## src/rtl/serial_sub4.sv

```systemverilog
// Bit-serial subtractor D = A - B - Bin built from one full-adder cell, one bit per clock.
// Optional macro SERIAL_SUB4_ADDMODE_EN adds a Mode input (1 = add, 0 = subtract).
module serial_sub4 #(
  parameter int WIDTH = 4
) (
  input  logic             CLK,
  input  logic             RST,
  input  logic             Start,
  input  logic [WIDTH-1:0] A,
  input  logic [WIDTH-1:0] B,
  input  logic             Bin,
`ifdef SERIAL_SUB4_ADDMODE_EN
  input  logic             Mode,
`endif
  output logic             Busy,
  output logic             Done,
  output logic [WIDTH-1:0] D,
  output logic             Bout,
  output logic             V
);

  localparam int CW = (WIDTH > 2) ? $clog2(WIDTH) : 1;
  localparam logic [CW-1:0] LASTBIT = CW'(WIDTH - 1);
  localparam logic [CW-1:0] MSBIN   = CW'(WIDTH - 2);

  typedef enum logic [1:0] {IDLE, SHIFT, FIN} state_t;

  state_t           state;
  logic [WIDTH-1:0] aReg;
  logic [WIDTH-1:0] bReg;
  logic [WIDTH-1:0] resReg;
  logic [CW-1:0]    cnt;
  logic             carry;
  logic             cmsb;
  logic             bBit;
  logic             sum;
  logic             carryNext;
  logic             borrowOut;
`ifdef SERIAL_SUB4_ADDMODE_EN
  logic             modeReg;
`endif

  // Single full-adder cell; subtraction feeds the inverted B bit and reports the inverted carry.
  always_comb begin
`ifdef SERIAL_SUB4_ADDMODE_EN
    bBit      = modeReg ? bReg[0] : ~bReg[0];
`else
    bBit      = ~bReg[0];
`endif
    sum       = aReg[0] ^ bBit ^ carry;
    carryNext = (aReg[0] & bBit) | (aReg[0] & carry) | (bBit & carry);
`ifdef SERIAL_SUB4_ADDMODE_EN
    borrowOut = modeReg ? carryNext : ~carryNext;
`else
    borrowOut = ~carryNext;
`endif
  end

  always_ff @(posedge CLK or posedge RST) begin
    if (RST) begin
      state  <= IDLE;
      Busy   <= 1'b0;
      Done   <= 1'b0;
      D      <= '0;
      Bout   <= 1'b0;
      V      <= 1'b0;
      aReg   <= '0;
      bReg   <= '0;
      resReg <= '0;
      cnt    <= '0;
      carry  <= 1'b0;
      cmsb   <= 1'b0;
`ifdef SERIAL_SUB4_ADDMODE_EN
      modeReg <= 1'b0;
`endif
    end else begin
      case (state)
        IDLE: begin
          Done <= 1'b0;
          if (Start) begin
            aReg  <= A;
            bReg  <= B;
            cnt   <= '0;
            Busy  <= 1'b1;
            state <= SHIFT;
`ifdef SERIAL_SUB4_ADDMODE_EN
            modeReg <= Mode;
            carry   <= Mode ? Bin : ~Bin;
`else
            carry   <= ~Bin;
`endif
          end
        end
        SHIFT: begin
          aReg   <= aReg >> 1;
          bReg   <= bReg >> 1;
          resReg <= {sum, resReg[WIDTH-1:1]};
          carry  <= carryNext;
          cnt    <= cnt + 1'b1;
          if (cnt == MSBIN)
            cmsb <= carryNext;
          // Final bit: results are registered here so they are valid throughout FIN.
          if (cnt == LASTBIT) begin
            D     <= {sum, resReg[WIDTH-1:1]};
            Bout  <= borrowOut;
            V     <= cmsb ^ carryNext;
            Busy  <= 1'b0;
            Done  <= 1'b1;
            state <= FIN;
          end
        end
        FIN: begin
          Done  <= 1'b0;
          state <= IDLE;
        end
        default: begin
          Busy  <= 1'b0;
          Done  <= 1'b0;
          state <= IDLE;
        end
      endcase
    end
  end

endmodule

```

## config.mk

```make
export PLATFORM = sky130hd
export DESIGN_NAME = serial_sub4
export DESIGN_NICKNAME = d
export VERILOG_FILES = /design/src/rtl/serial_sub4.sv
export SDC_FILE = /design/constraint.sdc
export NUM_CORES = 1
export LEC_CHECK = 0
export ABC_AREA = 1
export BUFFER_PORTS_ARGS = -buffer_cell sky130_fd_sc_hd__buf_2
export CELL_PAD_IN_SITES_DETAIL_PLACEMENT = 0
export CELL_PAD_IN_SITES_GLOBAL_PLACEMENT = 1
export CORE_MARGIN = 4
export CORE_UTILIZATION = 43
export DETAILED_ROUTE_END_ITERATION = 8
export GPL_TIMING_DRIVEN = 0
export PLACE_DENSITY_LB_ADDON = 0.1
export RECOVER_POWER = 100
export SYNTH_ARGS = -nofsm -noshare
export SYNTH_HDL_FRONTEND = slang
export SYNTH_SLANG_ARGS = --single-unit
```

## constraint.sdc

```tcl
create_clock -name CLK -period 1.85 [get_ports CLK]
set_input_delay 0.37 -clock CLK [delete_from_list [all_inputs] [get_ports CLK]]
set_output_delay 0.37 -clock CLK [all_outputs]
set_load 0.005 [all_outputs]
```

Word-level counts from Yosys, hierarchy flattened
Cells that the tools add are included.
- register bits after elaboration: 26
- logic and storage cells: 54
- bits of input ports: 12
- bitwise gates (word level): 12
- reductions and logical operators: 7
- add/sub/neg operators: 1
- multiplexer cells: 16
- equal/unequal tests: 6
- operators by type and width (kind ; number):
    one-hot mux 4 bit (2 select lines) ; 2
    two-way mux 4 bit ; 2
    one-hot mux 2 bit (2 select lines) ; 2
    AND reduction 2 bit ; 4
    == test 2 bit (second input constant) ; 3
    two-way mux 2 bit ; 3
    two-way mux 1 bit ; 5
    != test 2 bit (second input constant) ; 2
    inverter 1 bit ; 4
    AND 1 bit ; 3
    one-hot mux 1 bit (3 select lines) ; 1
    AND reduction 3 bit ; 1
    bitwise XOR 1 bit ; 3
    adder 2 x 1 -> 2 bit (second input constant) ; 1
    == test 2 x 1 -> 1 bit (second input constant) ; 1
    logical NOT 2 bit ; 1
    bitwise OR 1 bit ; 2
    one-hot mux 1 bit (2 select lines) ; 1
    nonzero test 2 bit ; 1

Logic depth before layout (Yosys ltp)
- depth after elaboration: 5
- gate-level depth with buffers: 6
- gate-level depth less buffers: 6

Worst setup path after synthesis
No wires, ideal clock.
- kind: flip-flop to flip-flop
- start point: reg aReg[0]
- end point: reg V
- setup slack: 0.624 ns
- stages on the path, launching flop included: 5
- clock period less this slack: 1.226 ns
- setup time: 0.116 ns
- arrival time: 1.110 ns
- path buffers: 0
- data required time: 1.734 ns
- cells stage by stage: dfrtp_1 > fa_1 > xor2_1 > nand2_1 > nand2_1
- cells in the longest elaborated chain, start to end: 4
- elaborated cells between the ends (all ways): 5
- ends and longest elaborated chain (item ; RTL line ; text):
    start: declaration ; 29 ; logic [WIDTH-1:0] aReg;
    start signal: assignment ; 95 ; aReg <= aReg >> 1;
    AND 1 bit ; 51 ; carryNext = (aReg[0] & bBit) | (aReg[0] & carry) | (bBit & carry);
    bitwise OR 1 bit (*) (2 in a row) ; 51 ;
    net carryNext ; 37 ; logic carryNext;
    bitwise XOR 1 bit (*) ; 106 ; V <= cmsb ^ carryNext;
    end signal: assignment ; 106 ;
    end: declaration ; 19 ; output logic V
Mark *: on every way through the listed nets, which the timed path passes. The rest lies on a longest branch.
A chain may end at the register's enable or synchronous reset.

Worst setup path in the final report
- start point: reg state[1]
- end point: reg bReg[0]
- cells in the longest elaborated chain, start to end: 3
- elaborated cells between the ends (all ways): 6
- ends and longest elaborated chain (item ; RTL line ; text):
    start: declaration ; 28 ; state_t state;
    start signal: assignment ; 61 ; state <= IDLE;
    start signal: assignment ; 85 ; state <= SHIFT;
    start signal: assignment ; 109 ; state <= FIN;
    == test 2 x 1 -> 1 bit / logical NOT 2 bit (equally long branches) ; 77 ; case (state)
    nonzero test 2 bit (no line) / != test 2 bit (equally long branches) ; - ;
    AND reduction 2 bit (no line) ; - ;
    end signal: assignment ; 96 ; bReg <= bReg >> 1;
    end: declaration ; 30 ; logic [WIDTH-1:0] bReg;
Several ways; a longest one is shown, not always the timed one.

==> out/metrics.csv <==
metric,value,unit
outcome,"complete, no violations",
Starting Density,0.463,
vias in the first global route,872,
delay of the slowest cell on the worst path,0.47,ns
Flop pwr share,0.428,
"Net Count, Synth",156,
Clock Path Buffers,2,
Antenna Nets Post-Route,0,
kind of critical path,reg2reg,
antenna violations before repair,0,
clock network power share,0.115,
Post-Synthesis Cells,141,
GR Overflow Total,0,
Worst Setup Start Kind,flop,
nets,180,
Ant. Diodes,0,
CTS H-tree lvls,1,
min cycle time layout,1.39,ns
IO Count,20,
Synth-to-Final Area Change,11.8,%
"wirelength, routed",2150,um
hold_buf cts,0,
post-DR wirelength/cell,11.1,um
Pwr per Cell Area,1650,mW/mm2
clock buffer count from CTS,3,
layout cells sized above 1,0.171,
CP Max Fanout,10,
Setup TNS Final,0,ns
synthesized area,0.00119,mm2
relative slew slack,0.376,
synth top area cells,"dfrtp_1, nand2_1, inv_1, nand3_1, o21ai_0",
CTS tree,done,
"EDFF count, synth",0,
most common cell in the synthesized netlist,nand2_1,
Die W,60.6,um
Unique masters post-synth,19,
Fill cells,279,
CP required,2.08,ns
Critical Path Sink Type,flop,
Setup Buffers After CTS,0,
syn_area_per_cell,8.44,um2
combinational power share,0.457,
via count,915,
Synth async-reset ratio,1.00,
period utilisation layout,0.751,
Yosys top cell area share,0.526,
Max Fclk,720,MHz
Root Buffer,clkbuf_4,
NetSw,908,uW
GR Util All Layers,0.140,
worst vdd ir,0.681,mV
initial DRC count,34,
"Clk Latency, worst-skew pair",0.32,ns
post_cts resized,0,
"area leader, netlist",dfrtp_1,
synth cell count leaders,"nand2_1, dfrtp_1, inv_1",
drt drc,0,
FP Rows,18,
max-slew violation count,0,
CP max-delay cell,dfrtp_1,
final hold slack,0.225,ns
top cell family by delay on the critical path,flip-flops,
clock sink count,25,
Hold Path Class,in2async,
Sw Share,0.415,
register area share after synthesis,0.526,
worst reg-to-reg path cell count,6,
CP Buf/Inv Count,2,
first-pass GRT wire length,3820,um
largest net degree at the start of global routing,26,
Worst Tran Pin Value,0.935,ns
Seq cells post-synth,25,
Stages on worst setup path,6,
via/cell ratio,4.72,
DIE HEIGHT,60.6,um
number of port buffers,19,
Leak Pwr,0.000758,uW
MaxCap Viol Count,0,
Syn. warnings,0,
Core Area,0.00257,mm2
die area,0.00367,mm2
"most used cell, CP",nand2_1,
WP data arrival,1.62,ns
Clock Skew,0.00494,ns
Routability Congestion,0.715,
drt first pass iters,3,
"Top FF cell, synth",dfrtp_1,
CP cell instances,inv_4 -> nand2_4 -> clkbuf_1 -> nand2_1 -> nand3_1 -> nand2_1,
"Hold Violations, Final",0,
P_int,1280,uW
clock slew at reported path FFs,0.14,ns
post-DP HPWL,1530,um
RSZ-0062 raised after global routing,false,
Finish-stage setup viols,0,
==> layer usage <==
layer	share of wire	GRT usage	wire, um	vias up
met5	0	0	0	-
met4	0.019	0.0557	40	0
met3	0.036	0.0255	77	5
met2	0.45	0.221	967	15
met1	0.49	0.190	1060	420
li1	-	-	-	475
==> worst reg2reg max path: cells and delay by family (launching register included) <==
kind          cells  cell delay (ns)
buf+inv           2             0.46
simple gates      4             0.38
flops             1             0.47
==> power groups by stage <==
stage / clock (uW) / combinational [uW] / sequential (uW)
floorplan: 0 / 784 / 943
global placement: 0 / 1030 / 947
detailed placement: 0 / 1070 / 954
CTS: 264 / 1070 / 941
global route: 288 / 1170 / 972
finish: 252 / 1000 / 938
==> cell type report <==
cell class	instances	area, um2	share of cell area
Inverter	27	104	0.0781
Timing Repair Buffer	19	91.3	0.0687
Clock inverter	1	5.00	0.00376
Multi-Input combinational cell	86	418	0.314
Buffer	3	26.3	0.0198
Tap cell	30	37.5	0.0282
Sequential cell	25	626	0.470
Clock buffer	3	22.5	0.0169
==> cells by family after synthesis <==
group           count (synthesis)  share of synthesized area
simple gates                   69                      0.252
fa+ha+maj                       3                     0.0379
buf+inv                        30                      0.113
flops                          25                      0.526
compound gates                 13                     0.0641
xor+xnor                        1                    0.00736
==> registers in the layout, summed over array words and instances, names as in the netlist <==
name / count
resReg: 3
cmsb: 1
cnt: 2
V: 1
Done: 1
Busy: 1
state: 2
bReg: 4
carry: 1
aReg: 4
Bout: 1
D: 4
==> layout by cell type, fill, tap and decap left out <==
cell / Yosys / final
inv_4: 1 / 1
buf_2: 0 / 16
nor2_1: 5 / 6
nand3_1: 15 / 15
o21ai_2: 3 / 3
nand2_4: 1 / 1
o21ai_0: 9 / 10
buf_6: 2 / 2
clkbuf_4: 0 / 3
fa_1: 1 / 1
ha_1: 2 / 2
clkinv_2: 0 / 1
nand2_1: 44 / 46
or2_2: 1 / 1
clkbuf_1: 0 / 4
dfrtp_1: 25 / 25
inv_1: 24 / 26
xor2_1: 1 / 1
==> final timing paths <==
path	slack, ns	from	endpoint
min	0.22	RST	aReg[1]
min reg2reg	0.49	D[0]	D[0]
max in group asynchronous	1.05	RST	cnt[0]
max reg2reg	0.46	state[1]	bReg[0]
max	0.46	state[1]	bReg[0]
min in group CLK	0.25	B[3]	bReg[3]
==> per-stage QoR <==
| step | utilization | cells | total power (uW) | setup slack, ns | instance area [um2] |
|---|---|---|---|---|---|
| final | 0.518 | 194 | 2190 | 0.461 | 1330 |
| after global routing | 0.518 | 194 | 2430 | 0.312 | 1330 |
| after CTS | 0.526 | 194 | 2280 | 0.516 | 1350 |
| after detailed placement | 0.515 | 190 | 2030 | 0.545 | 1320 |
| after global placement | 0.515 | 190 | 1980 | 0.547 | 1320 |
| after floorplan | - | 141 | 1730 | 0.624 | 1190 |
Note: power is estimated with default switching activity, not from simulation.
